<file path="src/rtl/vga_pkg.sv">
// Shared raster-timing definitions for the video pipeline.
// Default values describe 640x480@60 with a 25.175 MHz pixel clock.
package vga_pkg;

  localparam int unsigned COORD_W   = 11;
  localparam int unsigned MAX_TOTAL = 2048;

  localparam int unsigned DEF_H_ACTIVE = 640;
  localparam int unsigned DEF_H_FP     = 16;
  localparam int unsigned DEF_H_SYNC   = 96;
  localparam int unsigned DEF_H_BP     = 48;

  localparam int unsigned DEF_V_ACTIVE = 480;
  localparam int unsigned DEF_V_FP     = 10;
  localparam int unsigned DEF_V_SYNC   = 2;
  localparam int unsigned DEF_V_BP     = 33;

  // Pixels per line, blanking included
  function automatic int unsigned calc_h_total(input int unsigned active, input int unsigned fp,
                                               input int unsigned sync, input int unsigned bp);
    return active + fp + sync + bp;
  endfunction

  // Lines per frame, blanking included
  function automatic int unsigned calc_v_total(input int unsigned active, input int unsigned fp,
                                               input int unsigned sync, input int unsigned bp);
    return active + fp + sync + bp;
  endfunction

endpackage

</file>
<file path="src/rtl/sync_delay.sv">
// Fixed-depth shift register that realigns sync/de with registered pixel data.
module sync_delay #(
  parameter int unsigned      WIDTH     = 1,
  parameter int unsigned      DEPTH     = 1,
  parameter logic [WIDTH-1:0] RESET_VAL = '0
) (
  input  logic             clk,
  input  logic             rst,
  input  logic [WIDTH-1:0] d,
  output logic [WIDTH-1:0] q
);

  logic [WIDTH-1:0] stage_q [DEPTH];

  // Shift every clock; reset flushes every stage to the idle value
  always_ff @(posedge clk) begin
    if (rst) begin
      for (int unsigned i = 0; i < DEPTH; i++) begin
        stage_q[i] <= RESET_VAL;
      end
    end else begin
      stage_q[0] <= d;
      for (int unsigned i = 1; i < DEPTH; i++) begin
        stage_q[i] <= stage_q[i-1];
      end
    end
  end

  assign q = stage_q[DEPTH-1];

endmodule

</file>
<file path="src/rtl/vga_timing.sv">
// Raster timing generator: pixel coordinates, vblank/frame strobes and
// pipeline-aligned hsync/vsync/de.
// Optional pixel-clock divider enabled by defining VGA_CLKDIV_EN.
module vga_timing
  import vga_pkg::*;
#(
  parameter int unsigned H_ACTIVE   = DEF_H_ACTIVE,
  parameter int unsigned H_FP       = DEF_H_FP,
  parameter int unsigned H_SYNC     = DEF_H_SYNC,
  parameter int unsigned H_BP       = DEF_H_BP,
  parameter int unsigned V_ACTIVE   = DEF_V_ACTIVE,
  parameter int unsigned V_FP       = DEF_V_FP,
  parameter int unsigned V_SYNC     = DEF_V_SYNC,
  parameter int unsigned V_BP       = DEF_V_BP,
  parameter bit          HS_POL     = 1'b0,
  parameter bit          VS_POL     = 1'b0,
  parameter int unsigned PIPE_DELAY = 2,
  parameter int unsigned CLK_DIV    = 4
) (
  input  logic               clk,
  input  logic               rst,
  output logic               o_pix_en,
  output logic [COORD_W-1:0] o_x,
  output logic [COORD_W-1:0] o_y,
  output logic               o_vblank,
  output logic               o_frame_start,
  output logic               o_hsync,
  output logic               o_vsync,
  output logic               o_de
);

  localparam int unsigned H_TOTAL  = calc_h_total(H_ACTIVE, H_FP, H_SYNC, H_BP);
  localparam int unsigned V_TOTAL  = calc_v_total(V_ACTIVE, V_FP, V_SYNC, V_BP);
  localparam int unsigned HS_START = H_ACTIVE + H_FP;
  localparam int unsigned HS_END   = HS_START + H_SYNC;
  localparam int unsigned VS_START = V_ACTIVE + V_FP;
  localparam int unsigned VS_END   = VS_START + V_SYNC;

  localparam logic [COORD_W-1:0] H_LAST_C   = COORD_W'(H_TOTAL - 1);
  localparam logic [COORD_W-1:0] V_LAST_C   = COORD_W'(V_TOTAL - 1);
  localparam logic [COORD_W-1:0] H_ACT_C    = COORD_W'(H_ACTIVE);
  localparam logic [COORD_W-1:0] V_ACT_C    = COORD_W'(V_ACTIVE);
  localparam logic [COORD_W-1:0] HS_START_C = COORD_W'(HS_START);
  localparam logic [COORD_W-1:0] HS_END_C   = COORD_W'(HS_END);
  localparam logic [COORD_W-1:0] VS_START_C = COORD_W'(VS_START);
  localparam logic [COORD_W-1:0] VS_END_C   = COORD_W'(VS_END);

  // Idle levels of {hsync, vsync, de}, also the flush value of the delay line
  localparam logic [2:0] SYNC_IDLE = {~HS_POL, ~VS_POL, 1'b0};

  // Refuse to elaborate a configuration the 11-bit counters or delay line cannot hold
  if ((H_TOTAL > MAX_TOTAL) || (V_TOTAL > MAX_TOTAL) ||
      (PIPE_DELAY < 1) || (PIPE_DELAY > 4) || (CLK_DIV < 2)) begin : g_bad_cfg
    $error("vga_timing: illegal timing parameters");
  end

  logic               pix_en;
  logic [COORD_W-1:0] h_cnt;
  logic [COORD_W-1:0] v_cnt;
  logic               raw_hs;
  logic               raw_vs;
  logic               raw_de;
  logic [2:0]         sync_q;

`ifdef VGA_CLKDIV_EN
  localparam int unsigned     DIV_W    = (CLK_DIV > 1) ? $clog2(CLK_DIV) : 1;
  localparam logic [DIV_W-1:0] DIV_LAST = DIV_W'(CLK_DIV - 1);

  logic [DIV_W-1:0] div_cnt;

  // Pixel-rate divider: one strobe on the last clock of each pixel
  always_ff @(posedge clk) begin
    if (rst) begin
      div_cnt <= '0;
    end else if (div_cnt == DIV_LAST) begin
      div_cnt <= '0;
    end else begin
      div_cnt <= div_cnt + DIV_W'(1);
    end
  end

  assign pix_en = (div_cnt == DIV_LAST);
`else
  assign pix_en = 1'b1;
`endif

  // Horizontal/vertical raster counters, advanced once per pixel
  always_ff @(posedge clk) begin
    if (rst) begin
      h_cnt <= '0;
      v_cnt <= '0;
    end else if (pix_en) begin
      if (h_cnt == H_LAST_C) begin
        h_cnt <= '0;
        if (v_cnt == V_LAST_C) begin
          v_cnt <= '0;
        end else begin
          v_cnt <= v_cnt + COORD_W'(1);
        end
      end else begin
        h_cnt <= h_cnt + COORD_W'(1);
      end
    end
  end

  // Undelayed sync/de decoded from the current counter values
  always_comb begin
    raw_de = (h_cnt < H_ACT_C) && (v_cnt < V_ACT_C);
    raw_hs = ((h_cnt >= HS_START_C) && (h_cnt < HS_END_C)) ? HS_POL : ~HS_POL;
    raw_vs = ((v_cnt >= VS_START_C) && (v_cnt < VS_END_C)) ? VS_POL : ~VS_POL;
  end

  sync_delay #(
    .WIDTH     (3),
    .DEPTH     (PIPE_DELAY),
    .RESET_VAL (SYNC_IDLE)
  ) u_sync_delay (
    .clk (clk),
    .rst (rst),
    .d   ({raw_hs, raw_vs, raw_de}),
    .q   (sync_q)
  );

  assign {o_hsync, o_vsync, o_de} = sync_q;

  assign o_pix_en = pix_en;
  assign o_x      = h_cnt;
  assign o_y      = v_cnt;
  assign o_vblank = (v_cnt >= V_ACT_C);

  // Held low during reset so the origin strobe is a single clock once running
  assign o_frame_start = pix_en && !rst && (h_cnt == '0) && (v_cnt == '0);

endmodule

</file>
<file path="config.mk">
export PLATFORM = sky130hd
export DESIGN_NAME = vga_timing
export DESIGN_NICKNAME = d
export VERILOG_FILES = /design/src/rtl/vga_pkg.sv /design/src/rtl/sync_delay.sv /design/src/rtl/vga_timing.sv
export SDC_FILE = /design/constraint.sdc
export NUM_CORES = 1
export LEC_CHECK = 0
export ABC_AREA = 1
export CORE_ASPECT_RATIO = 1.1
export CORE_UTILIZATION = 50
export DETAILED_ROUTE_END_ITERATION = 10
export PLACE_DENSITY = 0.78
export REMOVE_ABC_BUFFERS = 1
export SKIP_LAST_GASP = 1
export SYNTH_ARGS = -nofsm -noshare
export SYNTH_HDL_FRONTEND = slang
export SYNTH_SLANG_ARGS = --single-unit
</file>
<file path="constraint.sdc">
create_clock -name clk -period 2.9 [get_ports clk]
set_input_delay 0.58 -clock clk [delete_from_list [all_inputs] [get_ports clk]]
set_output_delay 0.58 -clock clk [all_outputs]
set_load 0.02 [all_outputs]
</file>
==> summary.md <==
- **status** completed
- **Final Cell Area** 1910 um^2
- **WP buf/inv** 3
- **Remaining DRCs** 0
- **Yosys Warn Count** 0
- **switching power summed over all nets** 152 uW
- **number of fillers in the final layout** 277
- **Syn-to-layout area delta** 21.8%
- **number of antenna violations at the first check in global routing** 0
- **largest buffer count on any clock path** 2
- **CTS sink cnt** 28
- **post-CTS clock slew at the launch and capture registers of the worst setup and hold paths** 0.15 ns
- **DR pass1 iterations** 6
- **critical path, cell by cell** clkdlybuf4s50_1, inv_1, nand2_1, nor3_1, nand4_1, nor2_1, clkdlybuf4s50_1
- **classification of the worst setup path** input port to output pin
- **wire length of the first global-routing pass** 5600 um
- **most frequent cells in the layout** 65 x sky130_fd_sc_hd__nand2_1, 40 x sky130_fd_sc_hd__nor2_1, 32 x sky130_fd_sc_hd__inv_1
- **Tightest Hold Check Type** flop to flop
- **Critical Path Most Common Cell** sky130_fd_sc_hd__clkdlybuf4s50_1
- **half-perimeter wire length of the detailed placement result** 2540 um
- **latest clock arrival within the worst-skew pair** 0.33 ns
- **number of maximum-capacitance violations** 0
- **power per unit of standard cell area** 333 nW/um^2
- **DR vias** 1506
- **largest net degree at the start of global routing** 19
- **Post-CTS Setup Repair Bufs** 0
- **Post-Syn Instances** 234
- **Leakage Power** 0.000791 uW
- **Critical Path Source Type** input port
- **total number of H-tree levels** 1
- **number of port buffers** 28
- **GR Overflow Total** 0
- **sort of element at the end of the critical path** output pin
- **number of different library cells in the post-synthesis netlist** 25
- **number of endpoints failing setup at the final stage** 0
- **clock tree from TritonCTS** done
- **DRC marker count from the first detailed-route iteration** 41
- **Via density** 5.05
- **final critical-path setup slack** 0.105 ns
- **weighted congestion at the end of routability-driven global placement** 0.856
- **std cell rows** 20
- **initial cell density of the core** 54.5%
- **worst path arrival time** 2.22 ns
- **Core ar.** 2880 um^2
- **clock root buffer master** sky130_fd_sc_hd__clkbuf_4
- **critical path's largest stage delay** 0.62 ns
- **hold-fix buffers at CTS** 0
- **ys async rst share** 0%
- **post-synthesis register bit count** 28
- **number of diodes** 0
- **required time worst endpoint** 2.32 ns
- **post-synthesis sequential area ratio** 35.7%
- **DIE HEIGHT** 60.8 um
- **FMAX** 358 MHz
- **Tcrit/Tclk final** 96.4%
- **Final ANT Viol Nets** 0
- **die outline area** 3370 um^2
- **leading cell type in the layout, fill and taps excluded** sky130_fd_sc_hd__nand2_1
- **mean instance size in the synthesized netlist** 6.71 um^2
- **IO Count** 30
- **RSZ-0062 raised after global routing** no
- **fraction of power consumed by the clock network** 30.9%
- **total negative slack for setup checks** 0 ns
- **cell type group with the largest total delay on the critical path** buffers and inverters
- **CP max stage cell** sky130_fd_sc_hd__clkdlybuf4s50_1
- **Net count, final** 273
- **net switching fraction of the power** 23.8%
- **post_cts resized** 0
- **x dimension of the die** 55.4 um
- **worst setup timing slack at the placement stage** 0.119 ns
- **WL/cell** 11.4 um
- **ratio of cells with drive above 1 in the final layout** 9.43%
- **non-filler cells, final** 298
- **Post-DP Area** 1870 um^2
- **Post-synth EDFFs** 0
- **GRT Util Overall** 20.9%
- **Cell Int Power** 486 uW
- **clock period minus final worst setup slack** 2.80 ns
- **Crit Path Max Fanout** 3
- **Routed Wire Length** 3390 um
- **most used flip-flop cell after synthesis** sky130_fd_sc_hd__dfxtp_1
- **Placed Instances** 294
- **peak supply drop** 0.307 mV
- **number of failing hold endpoints at the final stage** 0
- **Post-Route Skew** 0.0126 ns
- **Inserted Clock Buffers** 3
- **vias in the first global route** 1278
- **share of power burned in registers** 62.1%
- **Post-Syn Area** 1570 um^2
- **proportion of power drawn by combinational gates** 7.0%
- **max-slew violation count** 0
## logic make-up after synthesis
| kind of cell | share of synthesized area, % |
|---|---|
| and+or+nand+nor | 45.1 |
| DFF | 35.7 |
| buffers and inverters | 9.65 |
| AOI/OAI and AO/OA | 4.23 |
| xor gates and xnor gates | 1.12 |
| adders and majority gates | 3.99 |
| other | 0.239 |
## layout make-up
type                       count  area (um^2)  area share [%]
sequential                    28          561            29.3
inverter                      32          120            6.29
timing repair buffer          30          295            15.5
multi-input combinational    171          857            44.9
tap                           33         41.3            2.16
clock buffer                   4         36.3            1.90
## power groups by stage
stage	registers [uW]	logic (uW)	clock network (uW)
floorplan	408	18.9	0
global placement	403	44.4	0
detailed placement	404	44.9	0
CTS	396	45.1	201
global route	397	49.7	216
finish	395	44.8	197
## through the flow
stage	hold WS (ns)	util, %	power (uW)
finish	0.422	66.4	637
global route	0.446	66.4	663
CTS	0.427	66.4	641
detailed placement	0.400	65.1	449
global placement	0.389	65.1	448
floorplan	0.388	-	427
## Yosys cell counts, types with 2 or more instances
cell type / count / area share (%)
sky130_fd_sc_hd__xor2_1: 2 / 1.1
sky130_fd_sc_hd__nand4_1: 6 / 2.4
sky130_fd_sc_hd__nand3_1: 14 / 4.5
sky130_fd_sc_hd__or2_2: 3 / 1.2
sky130_fd_sc_hd__nor2_1: 40 / 9.6
sky130_fd_sc_hd__nor2_2: 4 / 1.6
sky130_fd_sc_hd__o21ai_0: 2 / 0.64
sky130_fd_sc_hd__ha_1: 5 / 4.0
sky130_fd_sc_hd__nand3_2: 8 / 5.1
sky130_fd_sc_hd__a21oi_1: 7 / 2.2
sky130_fd_sc_hd__inv_1: 32 / 7.7
sky130_fd_sc_hd__dfxtp_1: 28 / 36
sky130_fd_sc_hd__nor3_1: 5 / 1.6
sky130_fd_sc_hd__o21ai_1: 3 / 0.96
sky130_fd_sc_hd__nand2_1: 65 / 16
## state kept, by name, summed over array words and instances, names as in the netlist
signal and cells:
u_sync_delay.stage_q 6, o_x 11, o_y 11
## final timing paths
kind,depth (start not counted),slack (ns),endpoint,startpoint
setup reg to reg,9,1.24,o_y[8],o_x[0]
hold / removal,2,0.42,u_sync_delay.stage_q[0][3],u_sync_delay.stage_q[0][0]
setup / recovery,7,0.10,o_frame_start,rst
hold reg to reg,2,0.42,u_sync_delay.stage_q[0][3],u_sync_delay.stage_q[0][0]
## tightest hold or removal path, delay by kind of cell (launching register included)
kind	cells	cell delay (ns)
buf+inv	1	0.04
simple gates	1	0.03
flops	1	0.33
## per-layer routing
layer	wire, um	GRT usage (%)	vias to the layer above	part of all wire (%)
met5	0	0	-	0
met4	36	5.36	0	1.1
met3	115	2.56	8	3.4
met2	1570	36.5	40	46
met1	1660	28.0	669	49
li1	-	-	789	-
No activity file was read; power rests on OpenSTA's default activity.
